$ cat config.mk
export PLATFORM = sky130hd
export DESIGN_NAME = mem_access_unit
export DESIGN_NICKNAME = d
export VERILOG_FILES = /design/src/rtl/mem_access_unit.sv
export SDC_FILE = /design/constraint.sdc
export NUM_CORES = 1
export LEC_CHECK = 0
export BUFFER_PORTS_ARGS = -buffer_cell sky130_fd_sc_hd__buf_2
export CAP_MARGIN = 15
export CORE_UTILIZATION = 55
export CTS_BUF_LIST = sky130_fd_sc_hd__clkbuf_8
export CTS_CLUSTER_DIAMETER = 50
export DETAILED_ROUTE_END_ITERATION = 8
export GPL_ROUTABILITY_DRIVEN = 0
export GPL_TIMING_DRIVEN = 0
export PLACE_DENSITY = 0.86
export SYNTH_ARGS = -nofsm -noshare
export SYNTH_HDL_FRONTEND = slang
export SYNTH_SLANG_ARGS = --single-unit
$ cat constraint.sdc
create_clock -name clk -period 4.14 [get_ports clk]
set_input_delay 0.414 -clock clk [delete_from_list [all_inputs] [get_ports clk]]
set_output_delay 0.414 -clock clk [all_outputs]
set_load 0.05 [all_outputs]
$ cat src/rtl/mem_access_unit.sv
// mem_access_unit: MEM-stage sequencer for the pipelined LC-3b datapath.
// Decodes LDR/LDB/LDI/STR/STB/STI from the MEM-stage opcode. It drives the data-memory port,
// steers byte lanes and runs the two-access indirect sequence. It stalls upstream stages until
// the access completes.
//
// Ports:
//   clk, reset        pipeline clock, asynchronous active-high reset
//   valid_in, opcode  MEM-stage instruction valid and lc3b opcode
//   addr, store_data  effective address and store source value
//   dmem_rdata/resp   data-memory read data and per-access completion
//   dmem_address/read/write/wmask/wdata  data-memory request
//   load_data         registered load result to WB
//   done              one-cycle pulse when a memory instruction completes
//   stall             freezes upstream pipeline registers
module mem_access_unit (
  input  logic        clk,
  input  logic        reset,
  input  logic        valid_in,
  input  logic [3:0]  opcode,
  input  logic [15:0] addr,
  input  logic [15:0] store_data,
  input  logic [15:0] dmem_rdata,
  input  logic        dmem_resp,
  output logic [15:0] dmem_address,
  output logic        dmem_read,
  output logic        dmem_write,
  output logic [1:0]  dmem_wmask,
  output logic [15:0] dmem_wdata,
  output logic [15:0] load_data,
  output logic        done,
  output logic        stall
);

  localparam logic [3:0] OpLdb = 4'b0010;
  localparam logic [3:0] OpStb = 4'b0011;
  localparam logic [3:0] OpLdr = 4'b0110;
  localparam logic [3:0] OpStr = 4'b0111;
  localparam logic [3:0] OpLdi = 4'b1010;
  localparam logic [3:0] OpSti = 4'b1011;

  typedef enum logic [1:0] {StIdle, StInd, StAcc, StDone} state_e;

  state_e      state_q, state_d;
  logic [3:0]  op_q, op_d;
  logic [15:0] addr_q, addr_d;
  logic [15:0] sdata_q, sdata_d;
  logic [15:0] ptr_q, ptr_d;
  logic [15:0] load_q, load_d;

  logic       mem_op;
  logic       op_ind, op_byte, op_load;
  logic [7:0] byte_sel;

  assign mem_op  = valid_in && (opcode inside {OpLdr, OpLdb, OpLdi, OpStr, OpStb, OpSti});
  assign op_ind  = (op_q == OpLdi) || (op_q == OpSti);
  assign op_byte = (op_q == OpLdb) || (op_q == OpStb);
  assign op_load = (op_q == OpLdr) || (op_q == OpLdb) || (op_q == OpLdi);
  assign byte_sel = addr_q[0] ? dmem_rdata[15:8] : dmem_rdata[7:0];

  always_comb begin
    state_d      = state_q;
    op_d         = op_q;
    addr_d       = addr_q;
    sdata_d      = sdata_q;
    ptr_d        = ptr_q;
    load_d       = load_q;
    dmem_address = 16'h0000;
    dmem_read    = 1'b0;
    dmem_write   = 1'b0;
    dmem_wmask   = 2'b00;
    dmem_wdata   = 16'h0000;
    done         = 1'b0;
    stall        = 1'b0;

    unique case (state_q)
      StIdle: begin
        if (mem_op) begin
          stall   = 1'b1;
          op_d    = opcode;
          addr_d  = addr;
          sdata_d = store_data;
          state_d = ((opcode == OpLdi) || (opcode == OpSti)) ? StInd : StAcc;
        end
      end
      StInd: begin
        stall        = 1'b1;
        dmem_read    = 1'b1;
        dmem_address = {addr_q[15:1], 1'b0};
        if (dmem_resp) begin
          ptr_d   = {dmem_rdata[15:1], 1'b0};
          state_d = StAcc;
        end
      end
      StAcc: begin
        stall = 1'b1;
        if (op_ind) begin
          dmem_address = ptr_q;
        end else if (op_byte) begin
          dmem_address = addr_q;
        end else begin
          dmem_address = {addr_q[15:1], 1'b0};
        end
        if (op_load) begin
          dmem_read = 1'b1;
        end else begin
          dmem_write = 1'b1;
          if (op_byte) begin
            // Byte store replicates into both lanes; the mask picks the lane.
            dmem_wdata = {sdata_q[7:0], sdata_q[7:0]};
            dmem_wmask = addr_q[0] ? 2'b10 : 2'b01;
          end else begin
            dmem_wdata = sdata_q;
            dmem_wmask = 2'b11;
          end
        end
        if (dmem_resp) begin
          state_d = StDone;
          if (op_load) begin
            load_d = op_byte ? {{8{byte_sel[7]}}, byte_sel} : dmem_rdata;
          end
        end
      end
      StDone: begin
        // valid_in is not sampled here so the finishing instruction is not re-accepted.
        done    = 1'b1;
        state_d = StIdle;
      end
      default: state_d = StIdle;
    endcase
  end

  always_ff @(posedge clk or posedge reset) begin
    if (reset) begin
      state_q <= StIdle;
      op_q    <= 4'h0;
      addr_q  <= 16'h0000;
      sdata_q <= 16'h0000;
      ptr_q   <= 16'h0000;
      load_q  <= 16'h0000;
    end else begin
      state_q <= state_d;
      op_q    <= op_d;
      addr_q  <= addr_d;
      sdata_q <= sdata_d;
      ptr_q   <= ptr_d;
      load_q  <= load_d;
    end
  end

  assign load_data = load_q;

endmodule

==> results of run 1 <==
==> final cells by class <==
| type | instances | share of cell area |
|---|---|---|
| well taps | 75 | 0.02228 |
| inverters | 5 | 0.005051 |
| clock inverters | 7 | 0.008318 |
| multi-input cells | 158 | 0.3728 |
| clock buffers | 9 | 0.02941 |
| flip-flops and latches | 69 | 0.4100 |
| plain buffers | 12 | 0.02258 |
| repair buffers | 109 | 0.1295 |
==> per-layer routing <==
layer | vias up | global-route usage
met5 | - | 0
met3 | 15 | 0.06629
li1 | 1126 | -
met2 | 79 | 0.4000
met1 | 1196 | 0.3207
met4 | 0 | 0.1071
==> logic make-up (layout without fill, tap and decap cells) <==
logic type,count (synthesis),count (layout),synth area share
muxes,92,92,0.3114
and+or+nand+nor,37,37,0.07447
DFF,69,69,0.5062
AOI/OAI and AO/OA,25,25,0.05980
adders and majority gates,4,4,0.01467
buffers and inverters,17,142,0.03338
==> synthesized netlist by cell type (3+ instances only) <==
master / n
mux2_2: 73
buf_4: 4
a22o_1: 15
mux2i_1: 9
mux2_4: 10
buf_2: 3
inv_1: 5
dfrtp_1: 69
ha_1: 4
nor2_1: 11
and2_1: 8
==> registers in the layout, indices dropped and copies added (netlist names) <==
signal,flops
addr_q,16
load_data,16
op_q,4
ptr_q,15
sdata_q,16
state_q,2
==> worst max-delay path: cells and delay by family, from the launching register on <==
kind            cells  cell delay, ns
compound gates      1            0.22
fa+ha+maj           1            0.39
buf+inv             3            0.82
simple gates        2            0.49
flops               1            0.38
==> stage by stage <==
step                hold slack, ns  area, µm²  total power, µW  worst slack [ns]  utilization
finish                      0.2440       4212             3957             1.070       0.7071
global route                0.2864       4212             4166            0.8863       0.7071
CTS                         0.2746       4212             3971             1.074       0.7071
detailed placement          0.4861       4053             3514             1.463       0.6805
global placement            0.4862       4050             3447             1.165       0.6800
floorplan                   0.4715       3411             3017             1.802            -
==> how the worst max path moves through the flow <==
stage                  endpoint  slack [ns]  startpoint  depth (start not counted)
3_5_place_dp    dmem_address[9]        1.46  state_q[0]                          7
2_1_floorplan  dmem_address[11]        1.80  state_q[1]                          6
4_1_cts         dmem_address[9]        1.07  state_q[0]                          7
5_1_grt         dmem_address[7]        0.89  state_q[0]                          7
6_report        dmem_address[2]        1.07  state_q[0]                          7
3_3_place_gp         addr_q[13]        1.17       reset                          2
==> report_power, final <==
group	total [µW]	leakage, µW	internal, µW	switching [µW]
sequential	1230	0.000825	1020	216
combinational	2270	0.00117	839	1430
clock	452	0.0000911	209	244
==> results.sh, run 1 <==
export IMPL_ys_async_sr_fraction=1.000
export IMPL_drtAntennaViolNets=0
export IMPL_post_cts_buffers=0
export IMPL_p_per_area_mw_per_mm2=939.6
export IMPL_dp_cells=428
export IMPL_cts_htree_levels=3
export IMPL_grt_pass1_vias=2396
export IMPL_ys_seq_area_frac=0.5062
export IMPL_rrSetupSlack_ns=2.23
export IMPL_netlist_area_mm2=0.003411
export IMPL_relSlewSlack=0.4467
export IMPL_rsz0062_at_grt="no"
export IMPL_nets=424
export IMPL_cts_buffers=9
export IMPL_multi_input_area_mm2=0.001570
export IMPL_status="complete, no violations"
export IMPL_die_area_mm2=0.006521
export IMPL_area_growth_pct=23.48
export IMPL_ys_warn_count=0
export IMPL_layout_commonest_cell="buf_2"
export IMPL_grt_total_usage=0.2497
export IMPL_tns_ns=0
export IMPL_clock_path_buffers=2
export IMPL_first_iter_violations=97
export IMPL_synth_main_ff_cell="dfrtp_1"
export IMPL_cts_tree="yes"
export IMPL_timing_fmax_mhz=325.7
export IMPL_cts_repair_resize_count=0
export IMPL_final_seq_area_mm2=0.001727
export IMPL_setup_violations_final=0
export IMPL_clock_sinks=69
export IMPL_portBuffers=109
export IMPL_vdd_drop_max_mv=0.5563
export IMPL_antenna_found_initial=0
export IMPL_routed_wl_um=7631
export IMPL_drt_met1_wl_um=3316
export IMPL_rows=28
export IMPL_hold_viol_final=0
export IMPL_postSynthCellCount=244
export IMPL_drive_gt1_frac=0.6070
export IMPL_num_vias=2416
export IMPL_via_per_inst=5.441
export IMPL_fp_dieW_um=80.75
export IMPL_wl_met3_um=421
export IMPL_critPathKind="flop to primary output"
export IMPL_drc=0
export IMPL_gr_total_overflow=0
export IMPL_wl_met2_um=3744
export IMPL_dp_hpwl_um=5351
export IMPL_clk_pin_slew_ns=0.07
export IMPL_drv_cap=0
export IMPL_power_leakage_uw=0.002083
export IMPL_final_cell_mix="buf_2 (112), mux2_2 (73), dfrtp_1 (69)"
export IMPL_final_cells=444
export IMPL_crit_fanout=10
export IMPL_diodes=0
export IMPL_dr_pass1_iters=5
export IMPL_period_needed_ns=3.070
export IMPL_syn_avg_cell_area_um2=13.98
export IMPL_slew_viol_final=0
export IMPL_crit_path_start_kind="flop"
export IMPL_path_cells="inv_1 -> ha_1 -> nand2_1 -> and4bb_1 -> clkbuf_1 -> a22o_1 -> buf_2"
export IMPL_tightestPinTransition_ns=0.8299
export IMPL_min_period_over_period=0.7416
export IMPL_grt_pass1_wl_um=11850
export IMPL_initial_core_util=0.5727
export IMPL_rr_endpoint="addr_q[14]"
export IMPL_core_mm2=0.005956
export IMPL_synth_edf_count=0
export IMPL_fp_dieH_um=80.75
export IMPL_root_buffer="clkbuf_8"
export IMPL_crit_arrival_ns=2.66
export IMPL_top_layer="met4"
export IMPL_r2r_cells=6
export IMPL_ys_seq_elements=69
export IMPL_cp_slowest_stage_delay_ns=0.47
export IMPL_synth_distinct_cells=38
export IMPL_yosysTopAreaCell="dfrtp_1"
export IMPL_synth_top_cell_area_share=0.5062
export IMPL_num_io_pins=110
export IMPL_worstPathRequired_ns=3.73
export IMPL_r2r_start="state_q[0]"
export IMPL_cts_hold_buffers=0
export IMPL_grt_max_degree=70
export IMPL_insertion_delay_ns=0.34
export IMPL_hold_class="input pin to asynchronous set/reset pin"
export IMPL_synthTopCellsByArea="dfrtp_1 (51%), mux2_2 (24%), mux2_4 (4.4%)"
export IMPL_cp_slowest_cell="clkbuf_1"
export IMPL_clock_skew_ns=0.008683
export IMPL_end_kind="primary output"
export IMPL_n_fill_cell=458
export IMPL_wl_per_cell_um=17.19
export IMPL_synth_nets=304
No activity file was read; power rests on OpenSTA's default activity.
==> inputs of run 2 (changes only) <==
--- a/config.mk
+++ b/config.mk
@@ -7,13 +7,13 @@
 export LEC_CHECK = 0
 export BUFFER_PORTS_ARGS = -buffer_cell sky130_fd_sc_hd__buf_2
 export CAP_MARGIN = 15
-export CORE_UTILIZATION = 55
+export CORE_UTILIZATION = 53
 export CTS_BUF_LIST = sky130_fd_sc_hd__clkbuf_8
 export CTS_CLUSTER_DIAMETER = 50
 export DETAILED_ROUTE_END_ITERATION = 8
 export GPL_ROUTABILITY_DRIVEN = 0
 export GPL_TIMING_DRIVEN = 0
-export PLACE_DENSITY = 0.86
+export PLACE_DENSITY = 0.83
 export SYNTH_ARGS = -nofsm -noshare
 export SYNTH_HDL_FRONTEND = slang
 export SYNTH_SLANG_ARGS = --single-unit
==> constraint.sdc (replaced) <==
create_clock -name clk -period 2.98 [get_ports clk]
set_input_delay 0.298 -clock clk [delete_from_list [all_inputs] [get_ports clk]]
set_output_delay 0.298 -clock clk [all_outputs]
set_load 0.05 [all_outputs]
==> results.sh, run 2 (synthesis gave the netlist of run 1 again) <==
export IMPL_critPathKind="flop to primary output"
export IMPL_hold_slack_ns=0.1364
export IMPL_wl_per_cell_um=17.50
export IMPL_rows=28
export IMPL_setup_violations_final=0
export IMPL_cts_buffers=9
export IMPL_num_vias=2407
export IMPL_routed_wl_um=7752
export IMPL_portBuffers=109
export IMPL_final_util=0.6986
export IMPL_grt_pass1_vias=2326
export IMPL_drtAntennaViolNets=0
export IMPL_hold_class="input pin to asynchronous set/reset pin"
export IMPL_n_fill_cell=446
export IMPL_die_area_mm2=0.006760
export IMPL_power_leakage_uw=0.002092
export IMPL_num_io_pins=110
export IMPL_fp_dieH_um=82.22
export IMPL_startpoint="state_q[1]"
export IMPL_relSlewSlack=0.4397
export IMPL_timing_fmax_mhz=361.8
export IMPL_dp_hpwl_um=5513
export IMPL_final_cell_mix="buf_2 (112), mux2_2 (73), dfrtp_1 (69)"
export IMPL_rr_endpoint="addr_q[13]"
export IMPL_via_per_inst=5.433
export IMPL_min_period_over_period=0.9276
export IMPL_p_per_area_mw_per_mm2=1318
export IMPL_period_needed_ns=2.764
export IMPL_crit_path_start_kind="flop"
export IMPL_grt_total_usage=0.2411
export IMPL_clk_pin_slew_ns=0.07
export IMPL_drive_gt1_frac=0.6114
export IMPL_vdd_drop_max_mv=0.9965
export IMPL_end_kind="primary output"
export IMPL_antenna_found_initial=0
export IMPL_cts_tree="yes"
export IMPL_gr_total_overflow=0
export IMPL_diodes=0
export IMPL_rsz0062_at_grt="no"
export IMPL_dr_pass1_iters=4
export IMPL_dp_cells=428
export IMPL_root_buffer="clkbuf_8"
export IMPL_insertion_delay_ns=0.34
export IMPL_cts_htree_levels=3
export IMPL_core_mm2=0.006061
export IMPL_nets=424
export IMPL_fp_dieW_um=82.22
export IMPL_rrSetupSlack_ns=1.08
export IMPL_r2r_cells=6
export IMPL_grt_pass1_wl_um=11640
export IMPL_crit_arrival_ns=2.47
export IMPL_cts_hold_buffers=0
export IMPL_clock_sinks=69
export IMPL_initial_core_util=0.5628
export IMPL_grt_max_degree=70
export IMPL_tns_ns=0
export IMPL_crit_fanout=10
export IMPL_r2r_start="state_q[0]"
export IMPL_drc=0
export IMPL_slew_viol_final=0
export IMPL_clock_skew_ns=0.008509
export IMPL_area_growth_pct=24.14
export IMPL_worstPathRequired_ns=2.68
export IMPL_hold_viol_final=0
export IMPL_tightestPinTransition_ns=0.8405
export IMPL_endpoint="dmem_address[5]"
export IMPL_drv_cap=0
export IMPL_final_cells=443
export IMPL_status="complete, no violations"
export IMPL_layout_commonest_cell="buf_2"
export IMPL_clock_path_buffers=2
export IMPL_first_iter_violations=107
## run 2: cell count changes in the layout (fill, tap and decap cells not counted), sizes merged
cell,before,now
bufinv,0,1
clkinv,4,3
inv,7,6
## run 2: worst min path at each step
stage,depth (start not counted),slack (ns),end,startpoint
final,2,0.14,load_data[0],reset
after CTS,2,0.16,addr_q[8],reset
after global placement,1,0.49,load_data[13],load_data[13]
after floorplan,1,0.45,ptr_q[10],dmem_rdata[10]
after detailed placement,1,0.49,load_data[13],load_data[13]
after global routing,2,0.18,addr_q[10],addr[10]
## run 2: cell type report
cell class / instances / area [µm²] / share of cell area
flip-flops and latches: 69 / 1727 / 0.4078
clock inverters: 6 / 56.30 / 0.01330
well taps: 75 / 93.84 / 0.02216
repair buffers: 109 / 545.5 / 0.1288
plain buffers: 12 / 96.34 / 0.02275
clock buffers: 9 / 123.9 / 0.02926
inverters: 5 / 21.27 / 0.005024
multi-input cells: 158 / 1570 / 0.3709
## run 2: critical path, stage by stage (launching register included)
cell,delay [ns]
dfrtp_1,0.41
inv_1,0.08
ha_1,0.38
nand2_1,0.08
and4bb_1,0.43
clkbuf_2,0.31
a22o_1,0.19
buf_2,0.26
## run 2: metrics by stage
step,setup WS [ns],instance area (µm²),total power (µW)
4_1_cts,0.03016,4233,5609
5_1_grt,0.1022,4234,5868
3_3_place_gp,0.1338,4050,4786
3_5_place_dp,0.4309,4053,4893
6_report,0.2157,4234,5579
2_1_floorplan,0.7578,3411,4192
## run 2: routing by layer
| layer | share of wire | GRT usage | wire length [µm] |
|---|---|---|---|
| met2 | 0.48 | 0.3818 | 3712 |
| met4 | 0.013 | 0.07895 | 100 |
| met5 | 0 | 0 | 0 |
| met3 | 0.064 | 0.08242 | 493 |
| met1 | 0.44 | 0.3102 | 3446 |
## run 2: timing repair
action	in CTS	in global routing
gates resized for setup	0	2
hold endpoints to repair	0	0
setup buffers	0	0
setup endpoints to repair	0	10
## run 2: where the power goes
| group | internal (µW) | switching [µW] |
|---|---|---|
| sequential | 1410 | 297 |
| combinational | 1170 | 1990 |
| clock | 374 | 337 |
| total | 2950 | 2630 |
